==> src/rtl/ser_out_feeder_pkg.sv <==
// ser_out_feeder shared types: FSM encoding and widths.
// Also used by the serial input side.
package ser_out_feeder_pkg;

  typedef enum logic [2:0] {
    IDLE    = 3'd0,
    READ    = 3'd1,
    CAPTURE = 3'd2,
    SEND    = 3'd3,
    DRAIN   = 3'd4
  } state_e;

  localparam int WORD_BITS_DEF = 64;
  localparam int WCNT_W        = 16;

endpackage

==> src/rtl/ser_out_feeder_if.sv <==
// Queue-side and serializer-side signals of ser_out_feeder.
// words_sent exists only when TX_WORD_CNT_EN is defined.
interface ser_out_feeder_if
  import ser_out_feeder_pkg::*;
#(
  parameter int WORD_BITS = WORD_BITS_DEF
);

  logic                 tx_enable;
  logic                 fifo_empty;
  logic                 fifo_rd_en;
  logic [WORD_BITS-1:0] fifo_rd_data;
  logic [WORD_BITS-1:0] data_out;
  logic                 valid_data_out;
  logic                 busy;
`ifdef TX_WORD_CNT_EN
  logic [WCNT_W-1:0]    words_sent;
`endif

  modport slave (
    input  tx_enable,
    input  fifo_empty,
    input  fifo_rd_data,
    output fifo_rd_en,
    output data_out,
    output valid_data_out,
`ifdef TX_WORD_CNT_EN
    output words_sent,
`endif
    output busy
  );

  modport master (
    output tx_enable,
    output fifo_empty,
    output fifo_rd_data,
    input  fifo_rd_en,
    input  data_out,
    input  valid_data_out,
`ifdef TX_WORD_CNT_EN
    input  words_sent,
`endif
    input  busy
  );

endinterface

==> src/rtl/ser_spacing_cntr.sv <==
// Loadable down-counter with zero flag; saturates at zero.
// Shared by the serial output and input sides.
module ser_spacing_cntr #(
  parameter int CNT_W = 7
) (
  input  logic             clk,
  input  logic             rst_n,
  input  logic             load,
  input  logic [CNT_W-1:0] load_val,
  input  logic             dec,
  output logic [CNT_W-1:0] cnt,
  output logic             zero
);

  logic [CNT_W-1:0] cnt_q;
  logic [CNT_W-1:0] cnt_d;

  always_comb begin
    cnt_d = cnt_q;
    if (load) begin
      cnt_d = load_val;
    end else if (dec && (cnt_q != '0)) begin
      cnt_d = cnt_q - 1'b1;
    end
  end

  always_ff @(posedge clk) begin
    if (!rst_n) begin
      cnt_q <= '0;
    end else begin
      cnt_q <= cnt_d;
    end
  end

  assign cnt  = cnt_q;
  assign zero = (cnt_q == '0);

endmodule

==> src/rtl/ser_out_feeder.sv <==
// Pops words from the output queue and paces load pulses to the serializer.
// Optional macro TX_WORD_CNT_EN adds the words_sent counter.
module ser_out_feeder
  import ser_out_feeder_pkg::*;
#(
  parameter int WORD_BITS  = WORD_BITS_DEF,
  parameter int GAP_CYCLES = 0,
  parameter int CNT_W      = 7
) (
  input  logic             clk_div_4,
  input  logic             reset_n,
  ser_out_feeder_if.slave  io
);

  localparam logic [CNT_W-1:0] SPACE_LD =
    CNT_W'(WORD_BITS - 1 + GAP_CYCLES);

  state_e               state_q;
  state_e               state_d;
  logic                 fifo_rd_en_q;
  logic                 fifo_rd_en_d;
  logic                 valid_q;
  logic                 valid_d;
  logic [WORD_BITS-1:0] data_out_q;
  logic [WORD_BITS-1:0] data_out_d;

  logic                 cnt_load;
  logic                 cnt_dec;
  logic                 cnt_zero;
  logic [CNT_W-1:0]     cnt_val;

  always_comb begin
    state_d = state_q;
    unique case (state_q)
      IDLE: begin
        if (io.tx_enable && !io.fifo_empty) begin
          state_d = READ;
        end
      end
      READ:    state_d = CAPTURE;
      CAPTURE: state_d = SEND;
      SEND:    state_d = DRAIN;
      DRAIN: begin
        if (cnt_zero) begin
          state_d = IDLE;
        end
      end
      default: state_d = IDLE;
    endcase
  end

  // Counter reads the load value during SEND, so DRAIN ends on zero.
  always_comb begin
    cnt_load = (state_d == SEND);
    cnt_dec  = (state_q == SEND) || (state_q == DRAIN);
  end

  always_comb begin
    fifo_rd_en_d = (state_d == READ);
    valid_d      = (state_d == SEND);
    data_out_d   = data_out_q;
    if (state_q == CAPTURE) begin
      data_out_d = io.fifo_rd_data;
    end
  end

  always_ff @(posedge clk_div_4) begin
    if (!reset_n) begin
      state_q      <= IDLE;
      fifo_rd_en_q <= 1'b0;
      valid_q      <= 1'b0;
      data_out_q   <= '0;
    end else begin
      state_q      <= state_d;
      fifo_rd_en_q <= fifo_rd_en_d;
      valid_q      <= valid_d;
      data_out_q   <= data_out_d;
    end
  end

  ser_spacing_cntr #(
    .CNT_W (CNT_W)
  ) u_space (
    .clk      (clk_div_4),
    .rst_n    (reset_n),
    .load     (cnt_load),
    .load_val (SPACE_LD),
    .dec      (cnt_dec),
    .cnt      (cnt_val),
    .zero     (cnt_zero)
  );

`ifdef TX_WORD_CNT_EN
  logic [WCNT_W-1:0] words_sent_q;
  logic [WCNT_W-1:0] words_sent_d;

  always_comb begin
    words_sent_d = words_sent_q;
    if (state_q == SEND) begin
      words_sent_d = words_sent_q + 1'b1;
    end
  end

  always_ff @(posedge clk_div_4) begin
    if (!reset_n) begin
      words_sent_q <= '0;
    end else begin
      words_sent_q <= words_sent_d;
    end
  end

  assign io.words_sent = words_sent_q;
`endif

  logic unused_cnt;
  assign unused_cnt = ^cnt_val;

  assign io.fifo_rd_en     = fifo_rd_en_q;
  assign io.valid_data_out = valid_q;
  assign io.data_out       = data_out_q;
  assign io.busy           = (state_q != IDLE);

endmodule
==> src/flat_wrapper.sv <==
// flat-port wrapper written by rule: the top's interface ports become plain ports
module ser_out_feeder_flat import ser_out_feeder_pkg::*;
#(
  parameter int WORD_BITS  = WORD_BITS_DEF,
  parameter int GAP_CYCLES = 0,
  parameter int CNT_W      = 7
)
  (clk_div_4, reset_n, io_tx_enable, io_fifo_empty, io_fifo_rd_data, io_fifo_rd_en, io_data_out, io_valid_data_out, io_busy);
  ser_out_feeder_if #(.WORD_BITS(WORD_BITS)) io_i ();
  input  logic clk_div_4;
  input  logic reset_n;
  input wire logic [$bits(io_i.tx_enable)-1:0] io_tx_enable;
  input wire logic [$bits(io_i.fifo_empty)-1:0] io_fifo_empty;
  input wire logic [$bits(io_i.fifo_rd_data)-1:0] io_fifo_rd_data;
  output wire logic [$bits(io_i.fifo_rd_en)-1:0] io_fifo_rd_en;
  output wire logic [$bits(io_i.data_out)-1:0] io_data_out;
  output wire logic [$bits(io_i.valid_data_out)-1:0] io_valid_data_out;
  output wire logic [$bits(io_i.busy)-1:0] io_busy;
  assign io_i.tx_enable = io_tx_enable;
  assign io_i.fifo_empty = io_fifo_empty;
  assign io_i.fifo_rd_data = io_fifo_rd_data;
  assign io_fifo_rd_en = io_i.fifo_rd_en;
  assign io_data_out = io_i.data_out;
  assign io_valid_data_out = io_i.valid_data_out;
  assign io_busy = io_i.busy;
  ser_out_feeder #(.WORD_BITS(WORD_BITS), .GAP_CYCLES(GAP_CYCLES), .CNT_W(CNT_W)) u_core (.clk_div_4(clk_div_4), .reset_n(reset_n), .io(io_i));
endmodule
==> config.mk <==
export PLATFORM = sky130hd
export DESIGN_NAME = ser_out_feeder_flat
export DESIGN_NICKNAME = d
export VERILOG_FILES = /design/src/rtl/ser_out_feeder_pkg.sv /design/src/rtl/ser_out_feeder_if.sv /design/src/rtl/ser_spacing_cntr.sv /design/src/rtl/ser_out_feeder.sv /design/src/flat_wrapper.sv
export SDC_FILE = /design/constraint.sdc
export NUM_CORES = 1
export LEC_CHECK = 0
export CAP_MARGIN = 30
export CORE_ASPECT_RATIO = 0.8
export CORE_MARGIN = 2
export CORE_UTILIZATION = 40
export CTS_CLUSTER_DIAMETER = 60
export DETAILED_ROUTE_END_ITERATION = 8
export HOLD_SLACK_MARGIN = 0.15
export PLACE_DENSITY = 0.76
export SLEW_MARGIN = 20
export SYNTH_ARGS = -nofsm -noshare
export SYNTH_HDL_FRONTEND = slang
export SYNTH_HIERARCHICAL = 1
export SYNTH_SLANG_ARGS = --single-unit
==> constraint.sdc <==
create_clock -name clk_div_4 -period 2.5 [get_ports clk_div_4]
set_input_delay 0.375 -clock clk_div_4 [delete_from_list [all_inputs] [get_ports clk_div_4]]
set_output_delay 0.375 -clock clk_div_4 [all_outputs]
set_load 0.01 [all_outputs]
# --- After elaboration in Yosys (flattened, before gate mapping) ---
# Index checks and enable logic that the tools add are counted.
totals:
  reg_bits: 76
  in_bits: 68
classes:
  addsub: 1
  n_eq_ne: 6
  n_mux: 5
  bitwise: 1
  n_reduce_logical: 10
op_table:
  columns: ["operator", "n"]
  rows:
  - ["3-bit case mux with 5 select lines", 1]
  - ["6-bit 2-to-1 mux", 2]
  - ["3-bit by 2-bit equality test with 1-bit output, second input constant", 3]
  - ["7-bit zero test", 1]
  - ["7-bit nonzero test", 1]
  - ["7-bit by 1-bit subtractor with 7-bit output, second input constant", 1]
  - ["3-bit by 1-bit equality test with 1-bit output, second input constant", 2]
  - ["3-bit 2-to-1 mux", 2]
  - ["3-bit equality test, second input constant", 1]
  - ["3-bit zero test", 1]
  - ["3-bit nonzero test", 1]
  - ["1-bit logical AND", 2]
  - ["2-bit nonzero test", 1]
  - ["2-bit OR reduction", 1]
  - ["1-bit zero test", 1]
  - ["1-bit logical OR", 1]
  - ["1-bit NOT", 1]

# --- Longest topological paths before layout ---
logic_depth:
  word_depth: 6
  ltp_mapped: 7

# --- Hierarchy ---
# The synthesis kept the hierarchy.
modules_own_cells:
  columns: ["mod", "instances", "cells_per_inst", "area_per_inst_um2", "seq_area_each_um2"]
  rows:
  - ["ser_out_feeder", 1, 301, 2812.7, 1381.3]
  - ["ser_spacing_cntr", 1, 47, 419.2, 140.1]

# --- Least setup slack after synthesis ---
# OpenSTA, ideal clock, no wires.
synth_timing:
  kind: "register -> register"
  start: "reg u_core.state_q[0]"
  end: "reg u_core.u_space.cnt_q[5], in the netlist u_core/u_space/cnt[5]"
  setup_time_ns: 0.122
  t_arrival_ns: 1.925
  required_ns: 2.378
  setup_slack_ns: 0.453
  path_stages_with_launch: 8
  n_path_buf: 1
  period_less_slack_ns: 2.047
  cell_sequence: "dfxtp_1 buf_6 and3b_1 a21o_1 or3b_1 or4_1 and2_0 o311a_1"
synth_between:
  elab_chain_len: 4
  elab_cells_between_ends: 13
  classes_between: "eq/ne: 5; mux: 4; reduce/logical: 4"
synth_rtl:
  columns: ["element", "line_no", "text"]
  rows:
  - ["from (decl)", "ser_out_feeder.sv:18", "state_e state_q;"]
  - ["from (signal assigned)", "ser_out_feeder.sv:74", "state_q <= state_d;"]
  - ["3-bit by 2-bit equality test with 1-bit output or 3-bit equality test (tied branches)", "ser_out_feeder.sv:55", "cnt_dec = (state_q == SEND) || (state_q == DRAIN);"]
  - ["1-bit logical OR (*)", "ser_out_feeder.sv:55", null]
  - ["via u_core.cnt_dec", "ser_out_feeder.sv:28", "logic cnt_dec;"]
  - ["1-bit logical AND (*)", "ser_spacing_cntr.sv:22", "end else if (dec && (cnt_q != '0)) begin"]
  - ["2-bit nonzero test (no source line) (*)", null, null]
  - ["to (signal assigned)", "ser_spacing_cntr.sv:31", "cnt_q <= cnt_d;"]
  - ["to (decl)", "ser_spacing_cntr.sv:15", "logic [CNT_W-1:0] cnt_q;"]
# Mark *: on every way through the listed nets, which the timed path passes. The rest lies on a longest branch.
# A chain may end at the register's enable or synchronous reset.

# --- Final worst setup path ---
# Same ends and word-level chain as after synthesis.

==> summary.md <==
| Metric | Value |
|---|---|
| Status | `finished clean` |
| Final setup viols | `0` |
| Die Ht | `84.40 µm` |
| Initial antenna violation count | `0` |
| Via count | `2745` |
| Count of input and output buffers | `roughly 130` |
| Final Wtd Congestion | `about 0.75` |
| #FFs+latches synth | `76` |
| Final instance area | `about 4800 µm²` |
| Area after DPL | `approximately 4600 µm²` |
| Crit-path leading delay family | `simple AND/OR/NAND/NOR gates` |
| Commonest non-fill, non-tap cells in the layout | `clkdlybuf4s50_1 (133), nand2_1 (130), dfxtp_1 (76), mux2i_1 (65), clkbuf_8 (9)` |
| Max Slew Vio Count | `0` |
| DRT Pass-1 Iters | `4` |
| Max Fanout on Critical Path | `9` |
| Final nets | `548` |
| Mapped cell area | `about 3200 µm²` |
| Crit end category | `flip-flop` |
| Register area share after synthesis | `between 40% and 50%` |
| Starting Density | `between 40% and 50%` |
| CTS tree | `done` |
| Wire per inst | `between 10 and 15 µm` |
| Setup Skew | `around 7 ps` |
| VDD IR max | `approximately 0.31 mV` |
| Fillers | `just over 700` |
| Synth Instances | `between 300 and 400` |
| Final cell count without fillers | `592` |
| Largest net degree at the start of global routing | `between 50 and 60` |
| H-tree levels | `3` |
| CP max stage delay | `between 500 and 600 ps` |
| Post_cts resized | `0` |
| Fin crit share | `between 90 and 100%` |
| Number of buffers created by CTS | `9` |
| Via-to-Cell Ratio | `about 4.6` |
| Clock sink count | `76` |
| CP Data Arrival Time | `about 2600 ps` |
| Leak | `between 1.5 and 2 nW` |
| Clock Pin Slew Worst Setup and Hold Paths | `roughly 80 ps` |
| CP cell instances | `and3b_1 -> a21o_1 -> or3b_1 -> or4_1 -> and2_0 -> o311a_1` |
| Overflow after GRT | `0` |
| Reg-to-reg slack, setup | `roughly 180 ps` |
| F_max | `about 430 MHz` |
| Critical Path Start Type | `flip-flop` |
| CP bufs+invs | `0` |
| DR DRC count | `0` |
| Post-CTS Hold Buffers | `0` |
| Rel. slew slack | `65.13%` |
| I/O pins | `approximately 140` |
| DR iter-0 viols | `83` |
| Routed Antenna Nets | `0` |
| Layout cells sized above 1 | `just over 5%` |
| PD cells | `roughly 630 nW/µm²` |
| Maxcap violations | `0` |
| Total wire length | `around 7.4 mm` |
| Final setup margin | `between 150 and 200 ps` |
| Worst-skew pair later-pin latency | `340 ps` |
| Hpwl dp | `slightly above 5 mm` |
| Final min period | `2324 ps` |
| Post-Syn Area per Cell | `approximately 9.3 µm²` |
| Vias in the first global route | `approximately 2700` |
| Crit path required time | `2730 ps` |
| Hold Fails Final Rpt | `0` |
| Synth unique cells | `41` |
| Hold/Removal Path Class | `flip-flop to flip-flop` |
| P&R area growth vs syn | `49.17%` |
| Core Util, Final | `between 60% and 70%` |
| Placed cells | `576` |
| RSZ-0062 raised after global routing | `no` |
| Pre-CTS setup slack | `233.4 ps` |
| Worst Max-Slew Pin Slew | `~520 ps` |
| First-pass GRT wire length | `approximately 12 mm` |
| Hold WS | `between 400 and 500 ps` |
| Rows | `29` |
| Clock root buffer | `clkbuf_8` |
| Die X | `approximately 100 µm` |
| ANT cells | `0` |
| Slowest CP cell | `dfxtp_1` |
| Max Root-Sink Buffers | `2` |
| Synth warn | `6` |
| Setup CP Type | `flip-flop to flip-flop` |
| Core area | `~7900 µm²` |
| Post-CTS setup buffers | `0` |
| Total track usage | `about 17%` |
| Final Power | `3.025 mW` |
| Commonest non-fill, non-tap cell in the layout | `clkdlybuf4s50_1` |
| Final setup TNS | `0 ps` |
| Die ar. | `between 8000 and 9000 µm²` |
## sequential cells by signal, indices dropped and copies added (netlist names)
register,count
u_core/io.data_out,64
u_core/u_space/cnt,7
u_core/io.fifo_rd_en,1
u_core/io.valid_data_out,1
u_core/state_q,3
## layout make-up
cell class              count  area [µm²]  share of cell area (%)
clock buffers              10       127.6                   2.647
flip-flops and latches     76        1521                   31.56
clock inverters             6       112.6                   2.336
repair buffers            140        1396                   28.96
multi-input cells         249        1516                   31.46
well taps                 108       135.1                   2.803
inverters                   3       11.26                  0.2336
## routing by layer
layer / vias to the layer above / wire (µm) / track usage, %
li1: 1393 / - / -
met1: 1227 / 3310 / 19.98
met2: 111 / 3360 / 27.39
met3: 14 / 615 / 7.065
met4: 0 / 142 / 7.248
met5: - / 0 / 0
## synth_stat cells, drive strengths merged
cell	instances	area share, %
nand2	130	15
dfxtp	76	47
mux2i	65	20
clkbuf	13	1.5
buf	12	4.7
nand2b	7	1.4
nor2	4	0.46
o31ai	4	1.1
inv	3	0.35
nor3	3	0.62
a21oi	2	0.31
and2	2	0.39
and3	2	0.39
conb	2	0.23
o211a	2	0.62
xnor2	2	0.54
a211oi	1	0.23
a21o	1	0.23
and3b	1	0.27
ha	1	0.39
nand3	1	0.15
nand3b	1	0.23
nand4b	1	0.27
nand4bb	1	0.35
nor3b	1	0.58
nor4	1	0.19
nor4b	1	0.27
o211ai	1	0.23
o21a	1	0.23
o21ai	1	0.15
o311a	1	0.31
or3	1	0.19
or3b	1	0.27
or4	1	0.23
or4b	1	0.31
## worst reg2reg max path, stage by stage, from the launching register on
cell	delay [ps]
dfxtp_1	540
and3b_1	250
a21o_1	180
or3b_1	380
or4_1	420
and2_0	170
o311a_1	280
## final timing paths
kind / startpoint / endpoint / cells past startpoint
min reg2reg: u_core/io.data_out[23] / u_core/io.data_out[23] / 2
min: u_core/io.data_out[23] / u_core/io.data_out[23] / 2
max reg2reg: u_core/state_q[0] / u_core/u_space/cnt[5] / 6
max: u_core/state_q[0] / u_core/u_space/cnt[5] / 6
## kinds of logic after synthesis
kind of cell               after synthesis  share of synthesized area, %
other                                    2                        0.2324
adders and majority gates                1                        0.3871
buffers and inverters                   28                         6.581
and+or+nand+nor                        160                         21.64
muxes                                   65                         20.13
AOI/OAI and AO/OA                       14                         3.407
xor gates and xnor gates                 2                        0.5421
DFF                                     76                         47.08
## where the power goes
part           leakage [nW]  internal (mW)  switching, mW
Sequential            0.617           1.29         0.0541
Clock                 0.120          0.665          0.441
Combinational          1.07          0.329          0.245
Note: power is estimated with default switching activity, not from simulation.
